<file path="src/rtl/common.sv">
// Shared MLU operation codes and the mlu_serial controller state type.
package common;

  localparam logic [2:0] MLU_ADD  = 3'd0;
  localparam logic [2:0] MLU_SUB  = 3'd1;
  localparam logic [2:0] MLU_AND  = 3'd2;
  localparam logic [2:0] MLU_OR   = 3'd3;
  localparam logic [2:0] MLU_XOR  = 3'd4;
  localparam logic [2:0] MLU_NOT  = 3'd5;
  localparam logic [2:0] MLU_NOP0 = 3'd6;
  localparam logic [2:0] MLU_NOP1 = 3'd7;

  typedef enum logic [1:0] {
    IDLE = 2'd0,
    RUN  = 2'd1,
    DONE = 2'd2
  } mlu_serial_state_t;

endpackage

</file>
<file path="src/rtl/mlu_serial_slice.sv">
// One SLICE_W-bit slice of the serial MLU (purely combinational).
// MLU_SERIAL_OVERFLOW_EN adds the signed-overflow output VOUT.
module mlu_serial_slice
  import common::*;
#(
  parameter int SLICE_W = 4
) (
  input  logic [SLICE_W-1:0] A,
  input  logic [SLICE_W-1:0] B,
  input  logic [2:0]         OP,
  input  logic               CIN,
  output logic [SLICE_W-1:0] OUT,
  output logic               COUT
`ifdef MLU_SERIAL_OVERFLOW_EN
  ,
  output logic               VOUT
`endif
);

  logic [SLICE_W-1:0] b_eff;
  logic [SLICE_W:0]   sum;
  logic               arith;

  always_comb begin
    arith = (OP == MLU_ADD) || (OP == MLU_SUB);
    b_eff = (OP == MLU_SUB) ? ~B : B;
    sum   = {1'b0, A} + {1'b0, b_eff} + {{SLICE_W{1'b0}}, CIN};
    COUT  = arith & sum[SLICE_W];
    case (OP)
      MLU_ADD, MLU_SUB: OUT = sum[SLICE_W-1:0];
      MLU_AND:          OUT = A & B;
      MLU_OR:           OUT = A | B;
      MLU_XOR:          OUT = A ^ B;
      MLU_NOT:          OUT = ~A;
      default:          OUT = '0;
    endcase
  end

`ifdef MLU_SERIAL_OVERFLOW_EN
  // Overflow when both addends share a sign that the sum does not.
  always_comb begin
    VOUT = arith & (A[SLICE_W-1] == b_eff[SLICE_W-1]) & (sum[SLICE_W-1] != A[SLICE_W-1]);
  end
`endif

endmodule

</file>
<file path="src/rtl/mlu_serial.sv">
// Bit-serial (slice-per-cycle) MLU with valid/ready handshakes on both sides.
// MLU_SERIAL_OVERFLOW_EN adds the V (signed overflow) output.
module mlu_serial
  import common::*;
#(
  parameter int WIDTH   = 32,
  parameter int SLICE_W = 4
) (
  input  logic             CLK,
  input  logic             N_RST,
  input  logic [WIDTH-1:0] A,
  input  logic [WIDTH-1:0] B,
  input  logic [2:0]       OP,
  input  logic             C_IN,
  input  logic             IN_VALID,
  output logic             IN_READY,
  output logic [WIDTH-1:0] OUT,
  output logic             Z,
  output logic             C,
  output logic             N,
`ifdef MLU_SERIAL_OVERFLOW_EN
  output logic             V,
`endif
  output logic             OUT_VALID,
  input  logic             OUT_READY
);

  localparam int NSLICE = WIDTH / SLICE_W;
  localparam int CNT_W  = (NSLICE > 1) ? $clog2(NSLICE) : 1;
  localparam logic [CNT_W-1:0] CNT_LAST = CNT_W'(NSLICE - 1);

  mlu_serial_state_t state_q, state_d;

  logic [WIDTH-1:0] a_q, a_d, b_q, b_d, res_q, res_d, out_q, out_d;
  logic [2:0]       op_q, op_d;
  logic [CNT_W-1:0] cnt_q, cnt_d;
  logic             carry_q, carry_d, zacc_q, zacc_d;
  logic             z_q, z_d, c_q, c_d, n_q, n_d;
  logic             accept, last;

  logic [SLICE_W-1:0] sl_out;
  logic               sl_cout;
`ifdef MLU_SERIAL_OVERFLOW_EN
  logic               sl_vout;
  logic               v_q, v_d;
`endif

  // Operands are shifted right each cycle so the active slice is always bits [SLICE_W-1:0].
  mlu_serial_slice #(.SLICE_W(SLICE_W)) u_slice (
    .A    (a_q[SLICE_W-1:0]),
    .B    (b_q[SLICE_W-1:0]),
    .OP   (op_q),
    .CIN  (carry_q),
    .OUT  (sl_out),
    .COUT (sl_cout)
`ifdef MLU_SERIAL_OVERFLOW_EN
    ,
    .VOUT (sl_vout)
`endif
  );

  always_ff @(posedge CLK or negedge N_RST) begin
    if (!N_RST) state_q <= IDLE;
    else        state_q <= state_d;
  end

  always_comb begin
    state_d = state_q;
    case (state_q)
      IDLE:    if (accept) state_d = RUN;
      RUN:     if (last)   state_d = DONE;
      DONE:    if (OUT_READY) state_d = accept ? RUN : IDLE;
      default: state_d = IDLE;
    endcase
  end

  always_comb begin
    IN_READY  = (state_q == IDLE) || ((state_q == DONE) && OUT_READY);
    OUT_VALID = (state_q == DONE);
    accept    = IN_VALID && IN_READY;
    last      = (state_q == RUN) && (cnt_q == CNT_LAST);
  end

  always_comb begin
    a_d     = a_q;
    b_d     = b_q;
    op_d    = op_q;
    carry_d = carry_q;
    cnt_d   = cnt_q;
    zacc_d  = zacc_q;
    res_d   = res_q;
    out_d   = out_q;
    z_d     = z_q;
    c_d     = c_q;
    n_d     = n_q;
`ifdef MLU_SERIAL_OVERFLOW_EN
    v_d     = v_q;
`endif
    if (accept) begin
      a_d     = A;
      b_d     = B;
      op_d    = OP;
      carry_d = C_IN;
      cnt_d   = '0;
      zacc_d  = 1'b1;
      res_d   = '0;
    end else if (state_q == RUN) begin
      a_d     = a_q >> SLICE_W;
      b_d     = b_q >> SLICE_W;
      carry_d = sl_cout;
      cnt_d   = cnt_q + CNT_W'(1);
      zacc_d  = zacc_q & (sl_out == '0);
      // Result fills from the top so it lands LSB-aligned after NSLICE shifts.
      res_d   = (res_q >> SLICE_W) | (WIDTH'(sl_out) << (WIDTH - SLICE_W));
      if (last) begin
        out_d = res_d;
        z_d   = zacc_d;
        c_d   = sl_cout;
        n_d   = res_d[WIDTH-1];
`ifdef MLU_SERIAL_OVERFLOW_EN
        v_d   = sl_vout;
`endif
      end
    end
  end

  always_ff @(posedge CLK or negedge N_RST) begin
    if (!N_RST) begin
      a_q     <= '0;
      b_q     <= '0;
      op_q    <= '0;
      carry_q <= 1'b0;
      cnt_q   <= '0;
      zacc_q  <= 1'b0;
      res_q   <= '0;
      out_q   <= '0;
      z_q     <= 1'b0;
      c_q     <= 1'b0;
      n_q     <= 1'b0;
`ifdef MLU_SERIAL_OVERFLOW_EN
      v_q     <= 1'b0;
`endif
    end else begin
      a_q     <= a_d;
      b_q     <= b_d;
      op_q    <= op_d;
      carry_q <= carry_d;
      cnt_q   <= cnt_d;
      zacc_q  <= zacc_d;
      res_q   <= res_d;
      out_q   <= out_d;
      z_q     <= z_d;
      c_q     <= c_d;
      n_q     <= n_d;
`ifdef MLU_SERIAL_OVERFLOW_EN
      v_q     <= v_d;
`endif
    end
  end

  assign OUT = out_q;
  assign Z   = z_q;
  assign C   = c_q;
  assign N   = n_q;
`ifdef MLU_SERIAL_OVERFLOW_EN
  assign V   = v_q;
`endif

`ifdef FORMAL
  logic [WIDTH-1:0] fa_q, fb_q, f_out;
  logic [2:0]       fop_q;
  logic             fcin_q, f_c;
  logic [WIDTH:0]   f_sum;

  always_ff @(posedge CLK or negedge N_RST) begin
    if (!N_RST) begin
      fa_q   <= '0;
      fb_q   <= '0;
      fop_q  <= '0;
      fcin_q <= 1'b0;
    end else if (accept) begin
      fa_q   <= A;
      fb_q   <= B;
      fop_q  <= OP;
      fcin_q <= C_IN;
    end
  end

  always_comb begin
    f_sum = '0;
    f_out = '0;
    f_c   = 1'b0;
    case (fop_q)
      MLU_ADD: begin
        f_sum = {1'b0, fa_q} + {1'b0, fb_q} + (WIDTH+1)'(fcin_q);
        f_out = f_sum[WIDTH-1:0];
        f_c   = f_sum[WIDTH];
      end
      MLU_SUB: begin
        f_sum = {1'b0, fa_q} + {1'b0, ~fb_q} + (WIDTH+1)'(fcin_q);
        f_out = f_sum[WIDTH-1:0];
        f_c   = f_sum[WIDTH];
      end
      MLU_AND: f_out = fa_q & fb_q;
      MLU_OR:  f_out = fa_q | fb_q;
      MLU_XOR: f_out = fa_q ^ fb_q;
      MLU_NOT: f_out = ~fa_q;
      default: f_out = '0;
    endcase
  end

  ap_result: assert property (@(posedge CLK) disable iff (!N_RST)
    OUT_VALID |-> (OUT == f_out) && (C == f_c) && (Z == (f_out == '0)) && (N == f_out[WIDTH-1]));
`endif

endmodule

</file>
<file path="config.mk">
export PLATFORM = sky130hd
export DESIGN_NAME = mlu_serial
export DESIGN_NICKNAME = d
export VERILOG_FILES = /design/src/rtl/common.sv /design/src/rtl/mlu_serial_slice.sv /design/src/rtl/mlu_serial.sv
export SDC_FILE = /design/constraint.sdc
export NUM_CORES = 1
export LEC_CHECK = 0
export CAP_MARGIN = 10
export CORE_UTILIZATION = 40
export CTS_CLUSTER_SIZE = 8
export DETAILED_ROUTE_END_ITERATION = 12
export MAX_ROUTING_LAYER = met4
export REMOVE_ABC_BUFFERS = 1
export SETUP_SLACK_MARGIN = 0.02
export SYNTH_ARGS = -nofsm -noshare
export SYNTH_HDL_FRONTEND = slang
export SYNTH_SLANG_ARGS = --single-unit
</file>
<file path="constraint.sdc">
create_clock -name CLK -period 3.1 [get_ports CLK]
set_input_delay 0.62 -clock CLK [delete_from_list [all_inputs] [get_ports CLK]]
set_output_delay 0.62 -clock CLK [all_outputs]
set_load 0.01 [all_outputs]
</file>
==> summary.txt, run 1 <==
Yosys
  – Synth cell types: 41
  – Post-synth top area share: 55.6%
  – Ys flop type: dfrtp_1
  – Top cells by count, synth: nand2_1, dfrtp_1, a22oi_1
  – Count leader, synth: nand2_1
  – Yosys warns: 0
  – Mean Syn Cell Area: 10.4 um2
  – Synthesized instance count: 590
  – Synthesized flop and latch total: 136
  – Register area share after synthesis: 55.6%
  – Post-Synthesis Cell Area: 6120 um2
  – Synth area leaders: dfrtp_1, nand2_1, mux2_4, a22oi_1, o21ai_0
  – Synth async-reset ratio: 100%
  – EDFF count, synth: 0
  – Synth area leader: dfrtp_1

GRT
  – Total congestion overflow: 0
  – Number of global-route vias before repair: 4409
  – Initial antenna violation count: 0
  – First-pass GRT wire length: 22.2 mm
  – Largest net degree at the start of global routing: 66
  – GRT Util Overall: 18.5%

Flow run
  – # Max-Cap Violations: 0

Routing
  – Antenna Nets Post-Route: 0
  – Routed len/inst: 14.7 um
  – DR DRC count: 9
  – Pre-Repair DR Iteration Count: 8
  – Total number of vias: 4474
  – Drt total wl: 13.1 mm
  – Vias per inst: 5.04
  – Starting DRC count in detailed routing: 236

Finish
  – Antenna cells: 0
  – Fin nets: 778
  – Layout filler cell count: 1372
  – Share of cells above drive strength 1: 11.8%
  – Seq. cell area: 3400 um2
  – Multi-input combinational cell area: 2460 um2
  – Final non-filler cell area: 7910 um2
  – Area Growth Syn to Fin: 29.3%
  – Utilization after layout: 53.6%

Power and ir drop
  – Switching share of power: 35.3%
  – Clk pwr share: 22.9%
  – Reg power frac: 37.2%
  – Comb pwr share: 39.9%
  – P_sw: 2.91 mW
  – Total power draw: 8.25 mW
  – Lkg Pwr: 3.67 nW
  – Worst vdd ir: 0.514 mV
  – Pwr dens: 1040 nW/um2
  – Internal: 5.34 mW

Clock network
  – Sink Count: 136
  – Post-cts resize count: 0
  – Post-CTS Setup Bufs: 0
  – Htree depth: 4
  – Cts hold-fix bufs: 0
  – Total CTS buffers: 17
  – CTS tree: done
  – Cell at the root of the clock tree: clkbuf_16
  – Clock Pin Slew Worst Setup and Hold Paths: 50 ps
  – Worst-case clock buffer depth: 2
  – Clk_lat worst skew: 420 ps

STA
  – Worst slew pin tran: 1040 ps
  – Fmax: 353 MHz
  – Max Slew Vio Count: 0
  – RSZ-0062 raised after global routing: no
  – Sum of negative setup slack: 0 ps
  – Slew headroom: 30.9%
  – Hold Vio Cnt, Final: 0
  – Worst Skew: 7.84 ps
  – Fin Hold WS: 191 ps
  – Final worst path period share: 91.3%
  – # setup viols final: 0
  – Final Critical Period: 2830 ps

Placement
  – Final GP Congestion: 0.864
  – Post-DP Area: 7350 um2
  – Detailed-placement wirelength estimate: 8.63 mm
  – Count of buffers from port buffering: 108

Critical path
  – Crit-path cells: nor2_1, and2_2, xnor2_1, fa_1, fa_1, nor2b_1, nor4_1, a211oi_2, nand4_1, o31ai_2
  – Crit path buffers/inverters: 0
  – Startpoint types: flip-flop
  – WP data arrival: 3160 ps
  – Critical Path Sink Type: flip-flop
  – Critical Path Most Common Cell: fa_1
  – Critical Path Max Stage Delay: 560 ps
  – Reg2reg setup slack: 270 ps
  – Critical path's top delay family: adder cells
  – CP Class: reg2reg
  – Crit path max fanout: 14
  – Critical path's slowest cell: dfrtp_1
  – Req. time, crit path: 3430 ps

Run status
  – Status: finished, violations left
  – Failing checks: DRC

Floorplanning
  – IO Count: 109
  – # rows: 44
  – Core Region: 14800 um2
  – Die X: 126 um
  – Full die area: 15800 um2
  – Starting Density: 41.5%
  – Die height: 126 um

Worst hold path
  – Worst hold path class: in2async
[stage by stage]
stage	instances	setup slack (ps)
6_report	887	270
4_1_cts	887	276
5_1_grt	887	38.1
3_5_place_dp	856	284
2_1_floorplan	549	-2780
3_3_place_gp	856	426
[state kept, by name (all words and copies together), names as in the netlist]
register and count:
carry_q 1, cnt_q 3, a_q 32, res_q 28, Z 1, state_q 2, OUT 32, C 1
zacc_q 1, b_q 32, op_q 3
[worst register-to-register path, delay by kind of cell (launching register included)]
family	cells	cell delay [ps]
DFF	1	560
and+or+nand+nor	5	780
AOI/OAI and AO/OA	2	460
adders and majority gates	2	790
xor gates and xnor gates	1	150
[per-layer routing]
layer  share of wire [%]  up-vias  track usage (%)
met4                0.60        0             5.38
met1                  48     2144             24.6
met2                  46      124             27.0
met3                 5.8       10             5.86
li1                    -     2196                -
met5                   0        -                -
[worst paths after layout]
check / from / to / cells after the start
max in group asynchronous: N_RST / OUT[15] / 2
worst min-delay path: N_RST / res_q[6] / 1
min in group CLK: a_q[22] / a_q[22] / 2
worst min register to register: a_q[22] / a_q[22] / 2
worst max register to register: op_q[1] / Z / 10
worst max-delay path: op_q[1] / Z / 10
[cell usage in the layout, fill, tap and decap left out, types with 8 or more instances in the layout]
cell type	instances
inv_1	13
clkbuf_16	17
a22oi_1	49
nor2_1	8
clkdlybuf4s50_1	107
clkbuf_8	8
mux2_4	28
nand2_1	185
buf_4	14
ha_1	13
dfrtp_1	135
a21oi_1	26
o21ai_0	35
[area by class of cell]
| class | count | share of cell area, % |
|---|---|---|
| flip-flops and latches | 136 | 43.0 |
| inverters | 14 | 0.664 |
| well taps | 184 | 2.91 |
| clock inverters | 1 | 0.0632 |
| repair buffers | 123 | 15.3 |
| clock buffers | 30 | 7.00 |
| multi-input cells | 399 | 31.1 |
[power groups by stage]
stage,clock [mW],sequential (mW),combinational (mW)
finish,1.89,3.07,3.29
global route,2.02,3.18,3.70
CTS,1.93,3.07,3.35
detailed placement,0,3.10,3.31
global placement,0,3.06,3.22
floorplan,0,3.06,2.07
[cells by family after synthesis]
group                      share of synthesized area, %
adders and majority gates                          3.31
and+or+nand+nor                                    13.9
buffers and inverters                              4.50
DFF                                                55.6
xor gates and xnor gates                          0.716
AOI/OAI and AO/OA                                  13.9
muxes                                              8.08
Power figures use the tool's default switching activity.
==> run 2: changes to the inputs <==
--- a/config.mk
+++ b/config.mk
@@ -6,12 +6,13 @@
 export NUM_CORES = 1
 export LEC_CHECK = 0
 export CAP_MARGIN = 10
-export CORE_UTILIZATION = 40
+export CORE_UTILIZATION = 25
 export CTS_CLUSTER_SIZE = 8
 export DETAILED_ROUTE_END_ITERATION = 12
 export MAX_ROUTING_LAYER = met4
 export REMOVE_ABC_BUFFERS = 1
 export SETUP_SLACK_MARGIN = 0.02
+export SLEW_MARGIN = 15
 export SYNTH_ARGS = -nofsm -noshare
 export SYNTH_HDL_FRONTEND = slang
 export SYNTH_SLANG_ARGS = --single-unit
==> constraint.sdc (replaced) <==
create_clock -name CLK -period 3.6 [get_ports CLK]
set_input_delay 0.72 -clock CLK [delete_from_list [all_inputs] [get_ports CLK]]
set_output_delay 0.72 -clock CLK [all_outputs]
set_load 0.01 [all_outputs]
==> summary.txt, run 2 (synthesis gave the netlist of run 1 again) <==
Clock network
  – Cts hold-fix bufs: 0
  – Worst-case clock buffer depth: 2
  – Cell at the root of the clock tree: clkbuf_16
  – Total CTS buffers: 17
  – Clock Pin Slew Worst Setup and Hold Paths: 60 ps
  – Clk_lat worst skew: 430 ps
  – Post-CTS Setup Bufs: 0
  – CTS tree: done
  – Post-cts resize count: 0
  – Htree depth: 4
  – Sink Count: 136

STA
  – Max Slew Vio Count: 0
  – Worst Skew: 11.8 ps
  – Hold Vio Cnt, Final: 0
  – # setup viols final: 0
  – Fmax: 359 MHz
  – Slew headroom: 30.7%
  – Final worst path period share: 77.4%
  – RSZ-0062 raised after global routing: no
  – Worst slew pin tran: 1040 ps
  – Sum of negative setup slack: 0 ps
  – PnR worst setup slack: 813 ps
  – Final Critical Period: 2790 ps

Finish
  – Utilization after layout: 33.8%
  – Layout filler cell count: 2408
  – Share of cells above drive strength 1: 11.5%
  – Antenna cells: 0
  – Most common cell after layout, fill and taps aside: nand2_1
  – Fin nets: 771
  – Area Growth Syn to Fin: 31.1%
  – Post-route insts no fill: 1016
  – Most frequent cells in the layout: nand2_1, dfrtp_1, clkdlybuf4s50_1

Routing
  – Pre-Repair DR Iteration Count: 5
  – Antenna Nets Post-Route: 0
  – Drt total wl: 14.0 mm
  – DR DRC count: 0
  – Vias per inst: 4.40
  – Total number of vias: 4470
  – Routed len/inst: 13.8 um
  – Starting DRC count in detailed routing: 204

Placement
  – Detailed-placement wirelength estimate: 8.87 mm
  – Count of buffers from port buffering: 108
  – Final GP Congestion: 0.776
  – Post-Place Cells: 984
  – Setup WS pre-CTS: 794 ps

GRT
  – GRT Util Overall: 12.6%
  – Number of global-route vias before repair: 4430
  – Largest net degree at the start of global routing: 90
  – First-pass GRT wire length: 23.5 mm
  – Total congestion overflow: 0
  – Initial antenna violation count: 0

Floorplanning
  – Core Region: 23800 um2
  – Die height: 158 um
  – IO Count: 109
  – Die X: 158 um
  – Starting Density: 25.8%
  – Full die area: 25100 um2
  – # rows: 56

Critical path
  – Critical path's top delay family: adder cells
  – Critical Path Most Common Cell: fa_1
  – Critical path's slowest cell: dfrtp_1
  – Critical Path Max Stage Delay: 570 ps
  – Startpoint types: flip-flop
  – CP Class: reg2reg
  – WP data arrival: 3130 ps
  – Crit-path cells: nor2_1, and2_1, xnor2_1, fa_1, fa_1, nor2b_1, nor4_1, a211oi_2, nand4_1, o31ai_2
  – Critical Path Sink Type: flip-flop
  – Crit path buffers/inverters: 0
  – Crit path max fanout: 15
  – Req. time, crit path: 3940 ps

Power and ir drop
  – Lkg Pwr: 3.63 nW
  – Pwr dens: 879 nW/um2
  – Worst vdd ir: 0.298 mV
  – Total power draw: 7.05 mW

Worst hold path
  – Worst hold path class: in2async

Flow run
  – # Max-Cap Violations: 0

Run status
  – Status: complete, no violations
==> run 2: changes by cell type in the layout (fill, tap and decap cells not counted), sizes merged <==
cell / delta
clkinv: +2
clkinvlp: +3
inv: +9
clkbuf: -13
buf: -7
==> run 2: through the flow <==
step	area, um2	hold slack [ps]
2_1_floorplan	5900	424
3_3_place_gp	7470	458
3_5_place_dp	7470	463
4_1_cts	8030	278
5_1_grt	8030	298
6_report	8030	255
==> run 2: path summary, 6_finish.rpt <==
path / slack [ps] / startpoint / end / cells past startpoint
max: 810 / op_q[2] / Z / 10
min: 250 / N_RST / OUT[14] / 1
max reg2reg: 810 / op_q[2] / Z / 10
min reg2reg: 470 / a_q[11] / a_q[11] / 2
max in group asynchronous: 2510 / N_RST / res_q[13] / 2
min in group CLK: 470 / a_q[11] / a_q[11] / 2
==> run 2: power by group <==
group	total, mW	internal [mW]	switching [mW]
sequential	2.65	2.19	0.453
combinational	2.76	1.32	1.44
clock	1.65	0.907	0.742
==> run 2: cell type report <==
type                    count  area [um2]  area share (%)
inverters                  14        52.6           0.655
repair buffers            116        1150            14.4
clock inverters            15         131            1.64
flip-flops and latches    136        3400            42.4
clock buffers              17         425            5.30
multi-input cells         399        2460            30.6
well taps                 319         399            4.97
==> run 2: per-layer routing <==
metal,routed length [um],global-route usage (%)
met5,0,-
met1,6690,16.0
met2,6220,18.6
met4,141,4.40
met3,948,4.33
==> run 2: worst register-to-register path: cells and delay by family, from the launching register on <==
family          cells  cell delay [ps]
simple gates        5              730
flops               1              570
compound gates      2              440
fa+ha+maj           2              800
xor+xnor            1              170
==> run 3: changes to the inputs <==
==> constraint.sdc (replaced) <==
create_clock -name CLK -period 2.85 [get_ports CLK]
set_input_delay 0.57 -clock CLK [delete_from_list [all_inputs] [get_ports CLK]]
set_output_delay 0.57 -clock CLK [all_outputs]
set_load 0.01 [all_outputs]
==> summary.txt, run 3 (synthesis gave the netlist of run 1 again) <==
STA
  – Slew headroom: 52.1%
  – # setup viols final: 0
  – Max Slew Vio Count: 0
  – Final Critical Period: 2590 ps
  – Final worst path period share: 90.7%
  – Worst slew pin tran: 718 ps
  – Worst Skew: 13.8 ps
  – RSZ-0062 raised after global routing: no
  – Fmax: 387 MHz
  – Hold Vio Cnt, Final: 0

Critical path
  – Critical Path Sink Type: flip-flop
  – Crit path max fanout: 4
  – CP Class: reg2reg
  – Worst flop-to-flop path endpoint: Z
  – WP data arrival: 2910 ps
  – Startpoint types: flip-flop
  – RR Startpoint: op_q[1]
  – Req. time, crit path: 3170 ps
  – Reg2reg setup slack: 260 ps
  – R2R cell count: 10

Routing
  – Total number of vias: 4505
  – Routed len/inst: 13.8 um
  – Antenna Nets Post-Route: 0
  – Drt total wl: 14.1 mm
  – Pre-Repair DR Iteration Count: 5
  – Vias per inst: 4.40
  – DR DRC count: 0
  – Starting DRC count in detailed routing: 244

Floorplanning
  – IO Count: 109
  – Core Region: 23800 um2
  – Die height: 158 um
  – Starting Density: 25.8%
  – Full die area: 25100 um2
  – Die X: 158 um
  – # rows: 56

Power and ir drop
  – Lkg Pwr: 3.69 nW
  – Worst vdd ir: 0.390 mV
  – Pwr dens: 1130 nW/um2

Clock network
  – Clk_lat worst skew: 410 ps
  – Cell at the root of the clock tree: clkbuf_16
  – Htree depth: 4
  – Total CTS buffers: 17
  – Sink Count: 136
  – Clock Pin Slew Worst Setup and Hold Paths: 60 ps
  – Post-CTS Setup Bufs: 0
  – Worst-case clock buffer depth: 2
  – CTS tree: done

GRT
  – Number of global-route vias before repair: 4403
  – GRT Util Overall: 12.5%
  – Total congestion overflow: 0
  – Initial antenna violation count: 2
  – Largest net degree at the start of global routing: 87
  – First-pass GRT wire length: 23.5 mm

Finish
  – Layout filler cell count: 2402
  – Share of cells above drive strength 1: 12.0%
  – Utilization after layout: 34.3%
  – Most frequent cells in the layout: nand2_1, dfrtp_1, clkdlybuf4s50_1
  – Post-route insts no fill: 1024
  – Area Growth Syn to Fin: 33.2%
  – Fin nets: 776
  – Most common cell after layout, fill and taps aside: nand2_1

Placement
  – Final GP Congestion: 0.803
  – Post-Place Cells: 989
  – Count of buffers from port buffering: 108
  – Detailed-placement wirelength estimate: 9.10 mm

Run status
  – Status: complete, no violations

Worst hold path
  – Worst hold path class: in2async

Flow run
  – # Max-Cap Violations: 0
run 3: changes by cell type in the layout (fill, tap and decap cells not counted), sizes merged:
cell	delta
buf	+5
bufinv	+3
clkbuf	+2
clkinv	+2
clkinvlp	-2
diode	+3
inv	-5
run 3: final cells by class:
type | instances | area (um2) | share of cell area, %
Sequential cell | 136 | 3400 | 41.7
Multi-Input combinational cell | 399 | 2460 | 30.2
Timing Repair Buffer | 121 | 1230 | 15.1
Clock buffer | 19 | 433 | 5.31
Tap cell | 319 | 399 | 4.89
Clock inverter | 13 | 169 | 2.07
Inverter | 14 | 52.6 | 0.644
Antenna cell | 3 | 7.51 | 0.0921
run 3: per-layer routing:
metal	track usage, %	share of wire, %	routed length [um]
met4	3.39	0.58	82
met5	-	0	0
met2	18.1	46	6420
met1	16.3	48	6720
met3	4.63	6.2	876
run 3: worst max-delay path, stage by stage, from the launching register on:
cell,delay [ps]
dfrtp_1,370
nor2_1,130
and2_2,220
xnor2_1,100
fa_1,420
fa_1,390
nor2b_1,160
nor4_1,70
a211oi_2,230
nand4_1,170
o31ai_2,210
run 3: repair_timing:
| action | 4_1_cts | 5_1_grt |
|---|---|---|
| gates resized for setup | 0 | 1 |
| endpoints found under the setup margin | 0 | 2 |
| hold buffers | 0 | 0 |
run 3: worst max path at each step:
stage,from,end,slack [ps],depth (start not counted)
floorplan,state_q[0],carry_q,-3030,4
global placement,op_q[1],Z,320,10
detailed placement,op_q[1],Z,260,10
CTS,op_q[1],Z,230,10
global route,op_q[1],Z,30,10
finish,op_q[1],Z,260,10
run 3: power breakdown:
part | total [mW] | switching [mW] | internal [mW]
logic | 3.66 | 1.93 | 1.73
registers | 3.28 | 0.511 | 2.77
clock network | 2.26 | 0.876 | 1.39
total | 9.21 | 3.32 | 5.89
run 3: stage by stage:
stage | setup WS, ps | area [um2] | hold slack, ps | power, mW | TNS [ps]
after global routing | 29.2 | 8150 | 218 | 9.98 | 0
after CTS | 226 | 8150 | 186 | 9.35 | 0
final | 265 | 8150 | 161 | 9.21 | 0
after global placement | 322 | 7540 | 458 | 6.93 | 0
after floorplan | -3030 | 5900 | 274 | 5.59 | -268530
after detailed placement | 261 | 7540 | 461 | 7.04 | 0
